<file path="src/rtl/lorenz_stream_pkg.sv">
// Shared constants, state encoding and helpers for the
// lorenz_rk4 UART streaming path.
package lorenz_stream_pkg;

   localparam int         Q_W         = 32;
   localparam logic [7:0] SYNC_BYTE   = 8'hA5;
   localparam int         FRAME_BYTES = 14;
   localparam int         DATA_BYTES  = 12;

   typedef enum logic [1:0] {
      ST_IDLE,
      ST_START,
      ST_DATA,
      ST_STOP
   } tx_state_e;

   // XOR of all data bytes of a captured x/y/z triple
   function automatic logic [7:0] xor_bytes(
      input logic [8*DATA_BYTES-1:0] w
   );
      logic [7:0] acc;
      acc = '0;
      for (int i = 0; i < DATA_BYTES; i++) begin
         acc = acc ^ w[8*i +: 8];
      end
      return acc;
   endfunction

endpackage

</file>
<file path="src/rtl/lorenz_uart_streamer_tx_byte.sv">
// UART 8N1 byte transmitter; a new start accepted during the last
// stop-bit cycle chains bytes with no idle gap.
module uart_tx_byte
   import lorenz_stream_pkg::*;
#(
   parameter int CLKS_PER_BIT = 868
) (
   input  logic       clk,
   input  logic       rst,
   input  logic       start,
   input  logic [7:0] data,
   output logic       tx,
   output logic       ready,
   output logic       done
);

   localparam int            TW   = $clog2(CLKS_PER_BIT);
   localparam logic [TW-1:0] TMAX = TW'(CLKS_PER_BIT - 1);

   tx_state_e     state_q, state_d;
   logic [TW-1:0] timer_q, timer_d;
   logic [2:0]    bit_q, bit_d;
   logic [7:0]    shift_q, shift_d;
   logic          tx_q, tx_d;
   logic          bit_end;

   assign bit_end = (timer_q == TMAX);
   assign done    = (state_q == ST_STOP) && bit_end;
   assign ready   = (state_q == ST_IDLE) || done;
   assign tx      = tx_q;

   // state, timer, shifter and the registered line
   always_ff @(posedge clk) begin
      if (rst) begin
         state_q <= ST_IDLE;
         timer_q <= '0;
         bit_q   <= '0;
         shift_q <= '0;
         tx_q    <= 1'b1;
      end else begin
         state_q <= state_d;
         timer_q <= timer_d;
         bit_q   <= bit_d;
         shift_q <= shift_d;
         tx_q    <= tx_d;
      end
   end

   // bit sequencing; a start request overrides the stop-bit exit
   always_comb begin
      state_d = state_q;
      bit_d   = bit_q;
      shift_d = shift_q;
      tx_d    = tx_q;
      if ((state_q == ST_IDLE) || bit_end) begin
         timer_d = '0;
      end else begin
         timer_d = timer_q + 1'b1;
      end
      case (state_q)
         ST_START: begin
            if (bit_end) begin
               state_d = ST_DATA;
               bit_d   = '0;
               tx_d    = shift_q[0];
               shift_d = {1'b0, shift_q[7:1]};
            end
         end
         ST_DATA: begin
            if (bit_end) begin
               if (bit_q == 3'd7) begin
                  state_d = ST_STOP;
                  tx_d    = 1'b1;
               end else begin
                  bit_d   = bit_q + 1'b1;
                  tx_d    = shift_q[0];
                  shift_d = {1'b0, shift_q[7:1]};
               end
            end
         end
         ST_STOP: begin
            if (bit_end) begin
               state_d = ST_IDLE;
               tx_d    = 1'b1;
            end
         end
         default: ;
      endcase
      if (start && ready) begin
         state_d = ST_START;
         shift_d = data;
         bit_d   = '0;
         timer_d = '0;
         tx_d    = 1'b0;
      end
   end

endmodule

</file>
<file path="src/rtl/lorenz_uart_streamer.sv">
// Decimates the Lorenz x/y/z stream and ships selected samples as
// 14-byte checksummed UART frames.
module lorenz_uart_streamer
   import lorenz_stream_pkg::*;
#(
   parameter int CLKS_PER_BIT = 868,
   parameter int DECIM        = 1024,
   parameter int DROP_W       = 16
) (
   input  logic              clk,
   input  logic              rst,
   input  logic              en,
   input  logic              sample_valid,
   input  logic [Q_W-1:0]    x,
   input  logic [Q_W-1:0]    y,
   input  logic [Q_W-1:0]    z,
   output logic              tx,
   output logic              busy,
   output logic              frame_done,
   output logic [DROP_W-1:0] drop_cnt
);

   localparam int            DW   = (DECIM > 1) ? $clog2(DECIM) : 1;
   localparam logic [DW-1:0] DMAX = DW'(DECIM - 1);
   localparam logic [3:0]    LAST = 4'(FRAME_BYTES - 1);
   localparam logic [3:0]    NDAT = 4'(DATA_BYTES);

   logic [DW-1:0]     decim_q;
   logic [3*Q_W-1:0]  shadow_q;
   logic [7:0]        csum_q;
   logic [3:0]        byte_q;
   logic              active_q;
   logic              done_q;
   logic [DROP_W-1:0] drop_q;

   logic       take, sel, capture, advance, last_byte;
   logic       u_start, u_ready, u_done, u_tx;
   logic [3:0] k;
   logic [7:0] nbyte, u_data;

   assign take      = en && sample_valid;
   assign sel       = take && (decim_q == DMAX);
   assign capture   = sel && !active_q && u_ready;
   assign last_byte = (byte_q == LAST);
   assign advance   = active_q && u_done;
   assign u_start   = capture || (advance && !last_byte);

   // byte following byte_q: data bytes MSB-first, then checksum
   always_comb begin
      k     = (NDAT - 4'd1) - byte_q;
      nbyte = csum_q;
      if (byte_q < NDAT) begin
         nbyte = shadow_q[{k, 3'b000} +: 8];
      end
      u_data = capture ? SYNC_BYTE : nbyte;
   end

   // decimation, capture, byte sequencing and drop accounting
   always_ff @(posedge clk) begin
      if (rst) begin
         decim_q  <= '0;
         shadow_q <= '0;
         csum_q   <= '0;
         byte_q   <= '0;
         active_q <= 1'b0;
         done_q   <= 1'b0;
         drop_q   <= '0;
      end else begin
         done_q <= 1'b0;
         if (take) begin
            decim_q <= (decim_q == DMAX) ? '0 : decim_q + 1'b1;
         end
         if (capture) begin
            shadow_q <= {x, y, z};
            csum_q   <= xor_bytes({x, y, z});
            byte_q   <= '0;
            active_q <= 1'b1;
         end
         if (sel && active_q && (drop_q != '1)) begin
            drop_q <= drop_q + 1'b1;
         end
         if (advance) begin
            if (last_byte) begin
               active_q <= 1'b0;
               done_q   <= 1'b1;
            end else begin
               byte_q <= byte_q + 1'b1;
            end
         end
      end
   end

   uart_tx_byte #(
      .CLKS_PER_BIT(CLKS_PER_BIT)
   ) u_tx_byte (
      .clk  (clk),
      .rst  (rst),
      .start(u_start),
      .data (u_data),
      .tx   (u_tx),
      .ready(u_ready),
      .done (u_done)
   );

   assign tx         = u_tx;
   assign busy       = active_q;
   assign frame_done = done_q;
   assign drop_cnt   = drop_q;

endmodule

</file>
<file path="config.mk">
export PLATFORM = sky130hd
export DESIGN_NAME = lorenz_uart_streamer
export DESIGN_NICKNAME = d
export VERILOG_FILES = /design/src/rtl/lorenz_stream_pkg.sv /design/src/rtl/lorenz_uart_streamer_tx_byte.sv /design/src/rtl/lorenz_uart_streamer.sv
export SDC_FILE = /design/constraint.sdc
export NUM_CORES = 1
export LEC_CHECK = 0
export CORE_AREA = 2 2 125 127
export DETAILED_ROUTE_END_ITERATION = 7
export DIE_AREA = 0 0 127 129
export PLACE_DENSITY = 0.82
export SYNTH_ARGS = -nofsm -noshare
export SYNTH_HDL_FRONTEND = slang
export SYNTH_HIERARCHICAL = 1
export SYNTH_SLANG_ARGS = --single-unit
</file>
<file path="constraint.sdc">
create_clock -name clk -period 6.2 [get_ports clk]
set_input_delay 1.55 -clock clk [delete_from_list [all_inputs] [get_ports clk]]
set_output_delay 1.55 -clock clk [all_outputs]
set_load 0.005 [all_outputs]
</file>
==> flow_summary.toml <==
[worst_setup_path]
worst_setup_path_end_kind = "flop"
worst-endpoint-required_ps = 6520
arrival_ps = 4400
worst_setup_path_start_kind = "primary input"
cp_max_fo = 54
worst-setup-path-type = "in2reg"

[power]
netSwitchingFraction = 0.238
pwr-share-seq = 0.426
p_leak_nw = 3.18
switchingPower_uw = 581
cell_internal_pwr_mw = 1.86
power.density_nw_per_um2 = 247
power.ir.vdd_worst_mv = 0.204
power.share.combinational = 0.124
power_frac_clock = 0.450

[layout]
antenna_cells_inserted = 0
post-route-util = 0.660
fraction_of_layout_cells_with_a_size_suffix_above_1 = 0.0833
num-nets-final = 1144
area_growth_pct = 22.4

[timing]
hold_viol = 0
setup_tns_ps = 0
min_period_ps = 4080
final_min_period_over_clock_period = 0.657
rsz_0062_raised_after_global_routing = "no"
worst-slew-pin-transition_ps = 868
final-max-slew-violation-count = 0
final-setup-viol-count = 0
fin_worst_skew_ps = 9.30
timing.max_slew.rel_slack = 0.421
fmax_mhz = 245

[die]
core-area_sq_um = 15000
start_util = 0.540
dieArea_sq_um = 16400
dieWidth_microns = 127
die_height_microns = 129
num_rows = 45
ios = 119

[logic_synthesis]
synth_area_sq_um = 8080
synth_seq_cells = 160
synthCells = 942
average_size_of_a_mapped_cell_sq_um = 8.58
synth_ff_type = "sky130_fd_sc_hd__dfxtp_1"
edff_count_synth = 0
synth.lib_cells_used.distinct = 60
synth.top_cells.by_area = "sky130_fd_sc_hd__dfxtp_1 (40%), sky130_fd_sc_hd__xnor2_1 (11%), sky130_fd_sc_hd__nand2_1 (10%)"
synth-async-reset-ratio = 0
synth.largest_area_cell = "sky130_fd_sc_hd__dfxtp_1"
most_frequent_cells_after_synthesis = "sky130_fd_sc_hd__nand2_1 (217), sky130_fd_sc_hd__dfxtp_1 (160), sky130_fd_sc_hd__a21oi_1 (115)"
synth_warnings = 6
synth_nets = 1055
synth_seq_area_share = 0.396
yosys.area.top_type_share = 0.396
synth.most_common_cell = "sky130_fd_sc_hd__nand2_1"

[clock_tree]
clk_pin_slew_ps = 60
cts_hold_buf = 0
numClockSinks = 160
clk_root_buffer_cell = "sky130_fd_sc_hd__clkbuf_16"
cts_resized = 0
tritoncts_clock_tree = "done"
post-cts-setup-buffer-count = 0
cts_buffer_depth = 2
insertion_delay_ps = 430
number_of_buffers_inserted_during_clock_tree_synthesis = 17
cts_htree_levels = 4

[global_route]
grt_max_degree = 110
grt-ovfl-total = 0
grt_pass1_vias = 6791
gr-usage-met1 = 0.285
met3_usage = 0.0466
global_routing_usage_on_met2 = 0.421
grt_antenna_before_repair = 0
grt-busiest-layer = "met2"
grt_first_pass_wirelength_microns = 32000
track_usage = 0.246

[route]
antenna_nets_post_route = 0
route.detailed.drc = 0
detail_route.iter0.violations = 485
per_cell_via_count_in_the_routed_design = 5.70
route.detailed.wl_per_inst_microns = 16.0
vias = 7022
totalWireLength_microns = 19700
firstDrtPassIters = 7

[status]
status = "complete, no violations"

[place]
routabilityCongestion = 0.861
place.detailed.hpwl_microns = 13600
place.port_buffers = 118

[flow_run]
maxCapViolations = 0

[hold_path]
worst_hold_path_type = "reg2reg"
[final timing paths]
kind / startpoint / end / slack (ps) / depth (start not counted)
worst max register to register: u_tx_byte/timer_q[0] / u_tx_byte/state_q[1] / 2820 / 12
worst max-delay path: en / u_tx_byte/shift_q[2] / 2120 / 8
worst min register to register: u_tx_byte/timer_q[0] / u_tx_byte/timer_q[0] / 440 / 1
worst min-delay path: u_tx_byte/timer_q[0] / u_tx_byte/timer_q[0] / 440 / 1
[kinds of logic (layout without fill, tap and decap cells)]
| logic type | after synthesis | after routing | share of synthesized area |
|---|---|---|---|
| adder cells (fa/ha/maj) | 13 | 13 | 0.0201 |
| flip-flops | 160 | 160 | 0.396 |
| AND/OR/NAND/NOR | 392 | 392 | 0.224 |
| XOR/XNOR | 114 | 114 | 0.124 |
| multiplexers | 31 | 31 | 0.0759 |
| AO/OA/AOI/OAI | 168 | 168 | 0.119 |
| buffers and inverters | 64 | 166 | 0.0413 |
[power groups by stage]
stage	sequential [mW]	clock [mW]	combinational, mW
2_1_floorplan	1.06	0	0.174
6_report	1.04	1.10	0.303
3_3_place_gp	1.06	0	0.297
5_1_grt	1.04	1.15	0.325
4_1_cts	1.04	1.11	0.302
3_5_place_dp	1.06	0	0.300
[sequential cells by signal (all words and copies together) (netlist names)]
signal             cells
shadow_q              96
drop_cnt              16
decim_q               10
u_tx_byte/timer_q     10
csum_q                 8
u_tx_byte/shift_q      8
byte_q                 4
u_tx_byte/bit_q        3
u_tx_byte/state_q      2
busy                   1
frame_done             1
u_tx_byte/tx           1
[per-layer routing]
layer	up-vias	part of all wire
met1	3248	0.39
li1	3434	-
met5	-	0
met4	0	0.056
met2	273	0.50
met3	67	0.058
[worst max-delay path: stages]
cell                              delay [ps]
sky130_fd_sc_hd__clkdlybuf4s50_1         520
sky130_fd_sc_hd__nand4_1                 220
sky130_fd_sc_hd__or4_4                   550
sky130_fd_sc_hd__or3b_4                  670
sky130_fd_sc_hd__buf_4                   390
sky130_fd_sc_hd__nand2_1                 120
sky130_fd_sc_hd__nor3_1                   50
sky130_fd_sc_hd__a311oi_1                290
[metrics by stage]
stage                     instances  setup slack (ps)  cell area, sq um  hold slack (ps)  power [mW]
final                          1232              2120              9890              439        2.44
after global placement         1200              1840              9270              425        1.36
after floorplan                 942              2920              8080              413        1.23
after detailed placement       1200              1750              9270              441        1.36
after CTS                      1232              2190              9890              451        2.45
after global routing           1232              2040              9890              464        2.52
[layout by cell type (no fill, tap or decap), drive strengths merged, types with 3 or more instances in the layout]
| cell type | count |
|---|---|
| nand2b | 4 |
| xnor2 | 99 |
| and3 | 6 |
| or3b | 3 |
| inv | 11 |
| or3 | 4 |
| nor2 | 53 |
| clkbuf | 21 |
| nor4 | 3 |
| a221oi | 4 |
| nand4 | 15 |
| o31ai | 4 |
| bufinv | 3 |
| and2 | 4 |
| ha | 13 |
| clkinv | 6 |
| mux2i | 5 |
| a211oi | 11 |
| mux4 | 24 |
| clkdlybuf4s50 | 117 |
| a21oi | 115 |
| xor2 | 15 |
| a31oi | 3 |
| o21ai | 15 |
| nor3 | 21 |
| dfxtp | 160 |
| and4 | 8 |
| a311oi | 11 |
| nor2b | 8 |
| or4 | 4 |
| nand3 | 24 |
| buf | 8 |
| nand2 | 225 |
[final cells by class]
| type | instances | area, sq um |
|---|---|---|
| Fill cell | 1226 | 5090 |
| Multi-Input combinational cell | 718 | 4550 |
| Sequential cell | 160 | 3200 |
| Timing Repair Buffer | 125 | 1240 |
| Clock buffer | 21 | 470 |
| Tap cell | 188 | 235 |
| Clock inverter | 11 | 153 |
| Inverter | 9 | 33.8 |
(Power assumes the default switching activity.)
